File: src/rtl/delay_timer_pkg.sv
// delay_timer_pkg: types shared by the delay timer and its measurement monitor
package delay_timer_pkg;
    typedef enum logic [1:0] {ONE_SHOT = 2'b00, DLY_OPERATE = 2'b01, DLY_RELEASE = 2'b10, DLY_DUAL = 2'b11} mode_e;
    typedef enum logic [1:0] {OK = 2'b00, ABORT = 2'b01, OVERFLOW = 2'b10} status_e;
    typedef enum logic [1:0] {IDLE, WAIT_ASSERT, ASSERTED, WAIT_RELEASE} state_e;
    function automatic mode_e classify(input logic a, input logic r);
        return (a | r) ? mode_e'({r, a}) : DLY_OPERATE;
    endfunction
endpackage

File: src/rtl/delay_timer_monitor_edge_sync.sv
// edge_sync: 2-flop synchronizer followed by registered rise/fall detection
module edge_sync (
    input  logic clk,
    input  logic rst,
    input  logic pin,
    output logic rise,
    output logic fall
);
    logic [2:0] sync_q, sync_d;
    logic rise_q, rise_d, fall_q, fall_d;
    always_comb begin
        sync_d = {sync_q[1:0], pin};
        rise_d = sync_q[1] & ~sync_q[2];
        fall_d = ~sync_q[1] & sync_q[2];
    end
    always_ff @(posedge clk) begin
        if (rst) begin
            sync_q <= '0;
            rise_q <= 1'b0;
            fall_q <= 1'b0;
        end else begin
            sync_q <= sync_d;
            rise_q <= rise_d;
            fall_q <= fall_d;
        end
    end
    assign rise = rise_q;
    assign fall = fall_q;
endmodule

File: src/rtl/delay_timer_monitor.sv
// delay_timer_monitor: recovers mode and latencies of each trigger cycle from the timer pins
module delay_timer_monitor
    import delay_timer_pkg::*;
#(
    parameter int WEIGHT_BIT_WIDTH = 8,
    parameter int IMM_TOL = 2
) (
    input  logic                        clk,
    input  logic                        rst,
    input  logic                        trigger_in,
    input  logic                        delay_out_n,
    output logic                        result_valid,
    output logic [1:0]                  result_mode,
    output logic [1:0]                  result_status,
    output logic [WEIGHT_BIT_WIDTH-1:0] result_assert,
    output logic [WEIGHT_BIT_WIDTH-1:0] result_release,
    output logic [WEIGHT_BIT_WIDTH-1:0] result_width
);
    localparam int W = WEIGHT_BIT_WIDTH;
    localparam logic [W-1:0] MAX = '1;
    localparam logic [W-1:0] TOL = W'(IMM_TOL);
    logic trig_rise, trig_fall, out_rise, out_fall;
    edge_sync u_trig (.clk(clk), .rst(rst), .pin(trigger_in), .rise(trig_rise), .fall(trig_fall));
    edge_sync u_out (.clk(clk), .rst(rst), .pin(delay_out_n), .rise(out_rise), .fall(out_fall));
    state_e state_q, state_d;
    status_e status, status_q, status_d;
    mode_e mode_q, mode_d;
    logic [W-1:0] asrt_q, asrt_d, asrt_i, rel_q, rel_d, rel_i, wid_q, wid_d, wid_i;
    logic [W-1:0] res_asrt_q, res_asrt_d, res_rel_q, res_rel_d, res_wid_q, res_wid_d;
    logic valid_q, valid_d, emit, one_shot, ovf;
    always_comb begin
        asrt_i = asrt_q + W'(state_q == WAIT_ASSERT);
        wid_i = wid_q + W'(state_q == ASSERTED || state_q == WAIT_RELEASE);
        rel_i = rel_q + W'(state_q == WAIT_RELEASE);
        ovf = (asrt_i == MAX) | (wid_i == MAX) | (rel_i == MAX);
        state_d = state_q;
        asrt_d = asrt_i;
        wid_d = wid_i;
        rel_d = rel_i;
        emit = 1'b0;
        one_shot = 1'b0;
        status = OK;
        case (state_q)
            IDLE: begin
                asrt_d = '0;
                wid_d = '0;
                rel_d = '0;
                if (trig_rise) state_d = out_fall ? ASSERTED : WAIT_ASSERT;
            end
            WAIT_ASSERT: begin
                if (out_fall) state_d = trig_fall ? WAIT_RELEASE : ASSERTED;
                else if (trig_fall) begin
                    emit = 1'b1;
                    status = ABORT;
                end
            end
            ASSERTED: begin
                if (trig_fall) begin
                    state_d = WAIT_RELEASE;
                    emit = out_rise;
                end else if (out_rise) begin
                    emit = 1'b1;
                    one_shot = 1'b1;
                end
            end
            WAIT_RELEASE: begin
                emit = out_rise | trig_rise;
                status = out_rise ? OK : ABORT;
            end
        endcase
        if (ovf && !emit) begin
            emit = 1'b1;
            status = OVERFLOW;
        end
        // a retrigger restarts measurement in the same cycle its abort record is emitted
        if (emit) begin
            state_d = (state_q == WAIT_RELEASE && trig_rise) ? WAIT_ASSERT : IDLE;
            asrt_d = '0;
            wid_d = '0;
            rel_d = '0;
        end
        valid_d = emit;
        mode_d = emit ? (one_shot ? ONE_SHOT : classify(asrt_i > TOL, rel_i > TOL)) : mode_q;
        status_d = emit ? status : status_q;
        res_asrt_d = emit ? asrt_i : res_asrt_q;
        res_rel_d = emit ? rel_i : res_rel_q;
        res_wid_d = emit ? wid_i : res_wid_q;
    end
    always_ff @(posedge clk) begin
        if (rst) begin
            state_q <= IDLE;
            asrt_q <= '0;
            wid_q <= '0;
            rel_q <= '0;
            valid_q <= 1'b0;
            mode_q <= ONE_SHOT;
            status_q <= OK;
            res_asrt_q <= '0;
            res_rel_q <= '0;
            res_wid_q <= '0;
        end else begin
            state_q <= state_d;
            asrt_q <= asrt_d;
            wid_q <= wid_d;
            rel_q <= rel_d;
            valid_q <= valid_d;
            mode_q <= mode_d;
            status_q <= status_d;
            res_asrt_q <= res_asrt_d;
            res_rel_q <= res_rel_d;
            res_wid_q <= res_wid_d;
        end
    end
    assign result_valid = valid_q;
    assign result_mode = mode_q;
    assign result_status = status_q;
    assign result_assert = res_asrt_q;
    assign result_release = res_rel_q;
    assign result_width = res_wid_q;
endmodule

File: config.mk
export PLATFORM = sky130hd
export DESIGN_NAME = delay_timer_monitor
export DESIGN_NICKNAME = d
export VERILOG_FILES = /design/src/rtl/delay_timer_pkg.sv /design/src/rtl/delay_timer_monitor_edge_sync.sv /design/src/rtl/delay_timer_monitor.sv
export SDC_FILE = /design/constraint.sdc
export NUM_CORES = 1
export LEC_CHECK = 0
export ABC_CLOCK_PERIOD_IN_PS = 8780
export BUFFER_PORTS_ARGS = -buffer_cell sky130_fd_sc_hd__clkbuf_2
export CAP_MARGIN = 30
export CORE_MARGIN = 2
export CORE_UTILIZATION = 49
export DETAILED_ROUTE_END_ITERATION = 10
export PLACE_DENSITY = 0.69
export RECOVER_POWER = 100
export SLEW_MARGIN = 25
export SYNTH_ARGS = -nofsm -noshare
export SYNTH_HDL_FRONTEND = slang
export SYNTH_SLANG_ARGS = --single-unit
File: constraint.sdc
create_clock -name clk -period 8.78 [get_ports clk]
set_input_delay 0.878 -clock clk [delete_from_list [all_inputs] [get_ports clk]]
set_output_delay 0.878 -clock clk [all_outputs]
set_load 0.01 [all_outputs]
* Yosys cells after proc, flatten, opt, wreduce, memory -nomap -nowiden *
Index checks and enable logic that the tools add are counted.
W data, S select, Z words.

word-level totals
  flip-flop bits (word level) = 65
  latch bits = 0
  memory bits (writable) = 0
  memory bits (read-only) = 0
  input port bits = 4
  output and inout bits = 29
  word-level logic and storage cells = 73
  memories kept = 0

operators by class
  add/subtract/negate cells = 3
  multipliers = 0
  div/mod/pow operators = 0
  order comparisons = 2
  eq/ne operators = 9
  shift operators = 0
  multiplexer cells = 23
  bitwise logic cells = 12
  reductions and logical operators = 8

operator list
  operator              number
  $add A8 B1 Y8         3
  $eq A8 B8 Y1 const B  3
  $gt A8 B2 Y1 const B  2
  $mux W2               8
  $mux W1               12
  $ne A3 B2 Y1 const B  3
  $pmux W2 S3           1
  $and A1 B1 Y1         4
  $eq A2 B2 Y1 const B  2
  $not A1 Y1            4
  $or A1 B1 Y1          4
  $reduce_and A4 Y1     1
  $reduce_bool A4 Y1    1
  $pmux W1 S3           1
  $reduce_or A3 Y1      1
  $eq A2 B1 Y1 const B  1
  $logic_and A1 B1 Y1   2
  $logic_not A2 Y1      1
  $pmux W1 S2           1
  $logic_not A1 Y1      1
  $logic_or A1 B1 Y1    1

* Logic depth before layout (Yosys ltp) *
  depth after elaboration = 10
  mapped depth = 13
  depth with buffers taken out = 11

* By module *
From an unflattened synthesis, not the netlist that was laid out.

second synthesis, totals
  cell total of the unflattened synthesis = 297
  area, all modules = 2,869.0 µm²

modules (own cells, without submodules)
  module               times used  cells an instance  area each (µm²)  seq. area each (µm²)
  delay_timer_monitor  1           277                2,601.2          1,101.1
  edge_sync            2           10                 133.9            100.1

* Worst setup path after synthesis *
Ideal clock, no wire load.

  path kind = reg-to-reg
  from = reg state_q[0]
  to = reg res_asrt_q[3], in the netlist result_assert[3]
  library setup time = 145 ps
  arrival time = 2,728 ps
  data required time = 8,635 ps
  path slack = 5,908 ps
  cell stages (with the launch flop) = 13
  path buffers = 2
  period minus slack after synthesis = 2,872 ps
  cells stage by stage = dfxtp_1 inv_1 ha_1 or2_2 ha_1 ha_1 nand2_1 or4_1 o32a_1 buf_2 nand2_4 buf_6 a211oi_2

between the ends
  cells in the longest elaborated chain, start to end = 8
  elaborated cells between the ends (all ways) = 16
  classes of those cells = add/sub (3); eq/ne (6); mux (2); bitwise (2); reduce/logical (3)

RTL lines
  what                            RTL line                    RTL
  start, declared                 delay_timer_monitor.sv:25   state_e state_q, state_d;
  start signal, assigned          delay_timer_monitor.sv:102  state_q <= state_d;
  $eq A2 B2 Y1                    delay_timer_monitor.sv:33   wid_i = wid_q + W'(state_q == ASSERTED || state_q == WAIT_RELEASE);
  $logic_or A1 B1 Y1 (*)          delay_timer_monitor.sv:33
  $add A8 B1 Y8 (*)               delay_timer_monitor.sv:33
  via wid_i[1]                    delay_timer_monitor.sv:28   logic [W-1:0] asrt_q, asrt_d, asrt_i, rel_q, rel_d, rel_i, wid_q, wid_d, wid_i;
  $eq A8 B8 Y1 (*)                delay_timer_monitor.sv:35   ovf = (asrt_i == MAX) | (wid_i == MAX) | (rel_i == MAX);
  $or A1 B1 Y1 (*) (2 in series)  delay_timer_monitor.sv:35
  $logic_and A1 B1 Y1 (*)         delay_timer_monitor.sv:71   if (ovf && !emit) begin
  $mux W1 (*)                     delay_timer_monitor.sv:71
  end signal, assigned            delay_timer_monitor.sv:109  res_asrt_q <= res_asrt_d;
  end, declared                   delay_timer_monitor.sv:29   logic [W-1:0] res_asrt_q, res_asrt_d, res_rel_q, res_rel_d, res_wid_q, res_wid_d;

The timed path passes the listed nets; every way through them passes the cells marked *.
A chain may end at the register's enable or synchronous reset.

* Worst setup path in the final report *
  from = reg state_q[0]
  to = reg wid_q[4]

between the ends
  cells in the longest elaborated chain, start to end = 9
  elaborated cells between the ends (all ways) = 18
  classes of those cells = add/sub (3); eq/ne (6); mux (2); bitwise (2); reduce/logical (5)

RTL lines
  what                                   RTL line                    RTL
  $eq A2 B2 Y1                           delay_timer_monitor.sv:33
  $logic_or A1 B1 Y1 (*)                 delay_timer_monitor.sv:33
  $add A8 B1 Y8 (*)                      delay_timer_monitor.sv:33
  via wid_i[1]                           delay_timer_monitor.sv:28
  $eq A8 B8 Y1 (*)                       delay_timer_monitor.sv:35
  $or A1 B1 Y1 (*) (2 in series)         delay_timer_monitor.sv:35
  $logic_and A1 B1 Y1 (*)                delay_timer_monitor.sv:71
  $mux W1 (*)                            delay_timer_monitor.sv:71
  $reduce_or A3 Y1 (no source line) (*)  n/a
  end signal, assigned                   delay_timer_monitor.sv:104  wid_q <= wid_d;
  end, declared                          delay_timer_monitor.sv:28

Marks and branches as above.

==> key figures <==
Run status
  • Status: finished with violations
  • Violated checks: max-capacitance violations, max-slew violations

Synthesis
  • Share of the synthesized area in the top cell type: 0.445
  • Syn Area/Cell: 9.69 um2
  • Asr flop ratio synth: 0
  • Post-synth EDFFs: 0
  • Distinct cell type count after synthesis: 54
  • Prevailing post-synth register cell: dfxtp_1
  • Sequential fraction of the synthesis area: 0.445
  • #FFs+latches synth: 65
  • Net Count, Synth: 317
  • Yosys top cell by area: dfxtp_1
  • Area contributors post-synth: dfxtp_1, a211oi_2, ha_1
  • Ys Warns: 0
  • Syn Std Cell Area: 2930 um2
  • Post-Syn Instances: 302

Die
  • Full die area: 6610 um2
  • Initial Utilization: 0.500
  • IO Pins: 33
  • Die X: 81.3 um
  • Core area: 5850 um2
  • Die height: 81.3 um
  • FP Rows: 28

Clock tree
  • CTS Buf Count: 9
  • TritonCTS clock tree: built
  • PostCTS Resize Cnt: 0
  • Clock buffer depth: 2
  • Post-CTS Setup Inserts: 0
  • Htree depth: 3
  • CTS Hold Buffers Added: 0
  • Clk slew on worst S/H paths: 70 ps
  • CTS root buffer: clkbuf_8
  • Clk_lat worst skew: 350 ps
  • CTS Sinks: 65

Final layout
  • ANT cells: 0
  • Most frequent cells in the layout: dfxtp_1, clkbuf_1, nor2_1
  • Layout Utilization: 0.547
  • Most common cell after layout, fill and taps aside: dfxtp_1
  • Synth-to-Final Area Change: 9.45%
  • # nets final: 345
  • Fraction of layout cells with a size suffix above 1: 0.128
  • # fillers: 545

Global route
  • Initial antenna violation count: 0
  • GRT Overall Usage: 0.211
  • Largest net degree at the start of global routing: 42
  • First-pass GRT wire length: 10400 um
  • Vias in the first global route: 2184
  • GRT Residual Overflow: 0

Drt
  • Vias/cell: 5.58
  • Final WL: 6230 um
  • DRC violations left: 0
  • Initial drt markers: 96
  • Routed wire per std cell: 15.2 um
  • Pre-Repair DR Iteration Count: 4
  • Detail Route Antenna Nets: 0
  • Vias post-DR: 2286

Timing
  • Endpoints failing setup: 0
  • Max Slew Vio Count: 13
  • WHS: 404 ps
  • Achievable clock frequency: 201 MHz
  • Final Hold Vio Count: 0
  • Setup repair after global routing missed its margin: false
  • Minimum clock period: 4990 ps
  • Clock skew: 9.17 ps
  • Period utilization: 0.568
  • Worst-margin pin slew: 1630 ps
  • Setup TNS: 0 ps
  • Relative slew slack: -0.0932

Pwr
  • P per Cell Area: 197 nW/um2
  • Pleak: 0.00112 uW
  • Power Total: 630 uW
  • Peak supply drop: 148 uV

Worst hold path
  • Worst Hold Depth: 1
  • Worst Hold Class: reg2reg
  • Hold endpoint: u_out.rise
  • Hold_sp: u_out.sync_q[2]

Setup path
  • Critical path class: reg2reg
  • R2R setup slack: 3790 ps
  • CP Launch Type: flop
  • CP Max Fanout: 22
  • Crit end category: flop
  • Worst r2r src: state_q[0]
  • Critical Path AT: 5190 ps
  • Worst r2r dst: wid_q[4]
  • Worst Reg2Reg Path Length in Cells: 11
  • Critical Path RT: 8980 ps

Flow run
  • Total of max-cap violations: 1

Placement
  • I/O Buffers: 32
  • HPWL after DPL: 4260 um
  • Routability cong.: 0.810
cells in the mapped netlist, drive strengths merged, types with 2 or more instances:
library cell	instances
a211oi	19
nor3	25
and2	3
and3	2
clkbuf	5
nor3b	2
nand3	16
xnor2	8
a211o	2
xor2	10
nor2b	9
nor4	2
buf	13
a21oi	11
inv	10
o41ai	3
a21o	2
ha	11
dfxtp	65
nand4b	2
or2	2
a31oi	3
o22ai	2
nand4	5
or3	2
nor2	30
nand2	12
or4	3
o21ai	9
and4	2
kinds of logic after synthesis:
kind of cell / synth area share
adder cells (fa/ha/maj): 0.0470
flip-flops: 0.445
buffers and inverters: 0.0509
AND/OR/NAND/NOR: 0.223
multiplexers: 0.00385
XOR/XNOR: 0.0590
AO/OA/AOI/OAI: 0.172
where the power goes:
| part | internal [uW] | switching, uW |
|---|---|---|
| Sequential | 302 | 5.55 |
| Combinational | 35.1 | 57.5 |
| Clock | 110 | 120 |
how the worst max path moves through the flow:
stage / slack [ps] / endpoint / cells after the start / start
after floorplan: 5910 / result_assert[3] / 12 / state_q[0]
after global routing: 3420 / wid_q[7] / 11 / state_q[0]
after CTS: 4990 / wid_q[4] / 11 / state_q[0]
final: 3790 / wid_q[4] / 11 / state_q[0]
after global placement: 4850 / wid_q[5] / 10 / state_q[0]
after detailed placement: 5010 / rel_q[4] / 11 / state_q[0]
worst max-delay path: stages (launching register included):
cell and delay (ps):
dfxtp_1 360, inv_1 90, ha_1 250, or2_2 300
ha_1 190, ha_1 310, nand2_1 50, or4_1 490
o32ai_1 1300, clkbuf_1 650, or4_1 730, nor2_1 110
metal layers:
metal	routed length, um	global-route usage	up-vias
met1	3000	0.264	1096
met3	227	0.0456	6
li1	-	-	1139
met4	58	0.112	0
met5	0	0	-
met2	2940	0.339	45
cell type report:
cell class / instances / area, um2 / area share
clock inverters: 6 / 43.8 / 0.0137
inverters: 10 / 37.5 / 0.0117
clock buffers: 10 / 138 / 0.0430
flip-flops and latches: 65 / 1300 / 0.406
well taps: 75 / 93.8 / 0.0293
repair buffers: 35 / 138 / 0.0430
multi-input cells: 209 / 1450 / 0.453
metrics by stage:
step | area [um2] | setup WS (ps) | std cells
floorplan | 2930 | 5910 | 302
global placement | 3090 | 4850 | 392
detailed placement | 3100 | 5010 | 393
CTS | 3280 | 4990 | 409
global route | 3200 | 3420 | 410
finish | 3200 | 3790 | 410
state kept, by name, indices dropped and copies added, names as in the netlist:
| name | flops |
|---|---|
| result_assert | 8 |
| result_valid | 1 |
| u_out.sync_q | 3 |
| u_trig.rise | 1 |
| result_mode | 2 |
| u_out.rise | 1 |
| result_width | 8 |
| result_status | 2 |
| rel_q | 8 |
| asrt_q | 8 |
| u_trig.fall | 1 |
| wid_q | 8 |
| result_release | 8 |
| u_trig.sync_q | 3 |
| u_out.fall | 1 |
| state_q | 2 |
Power figures use the tool's default switching activity.
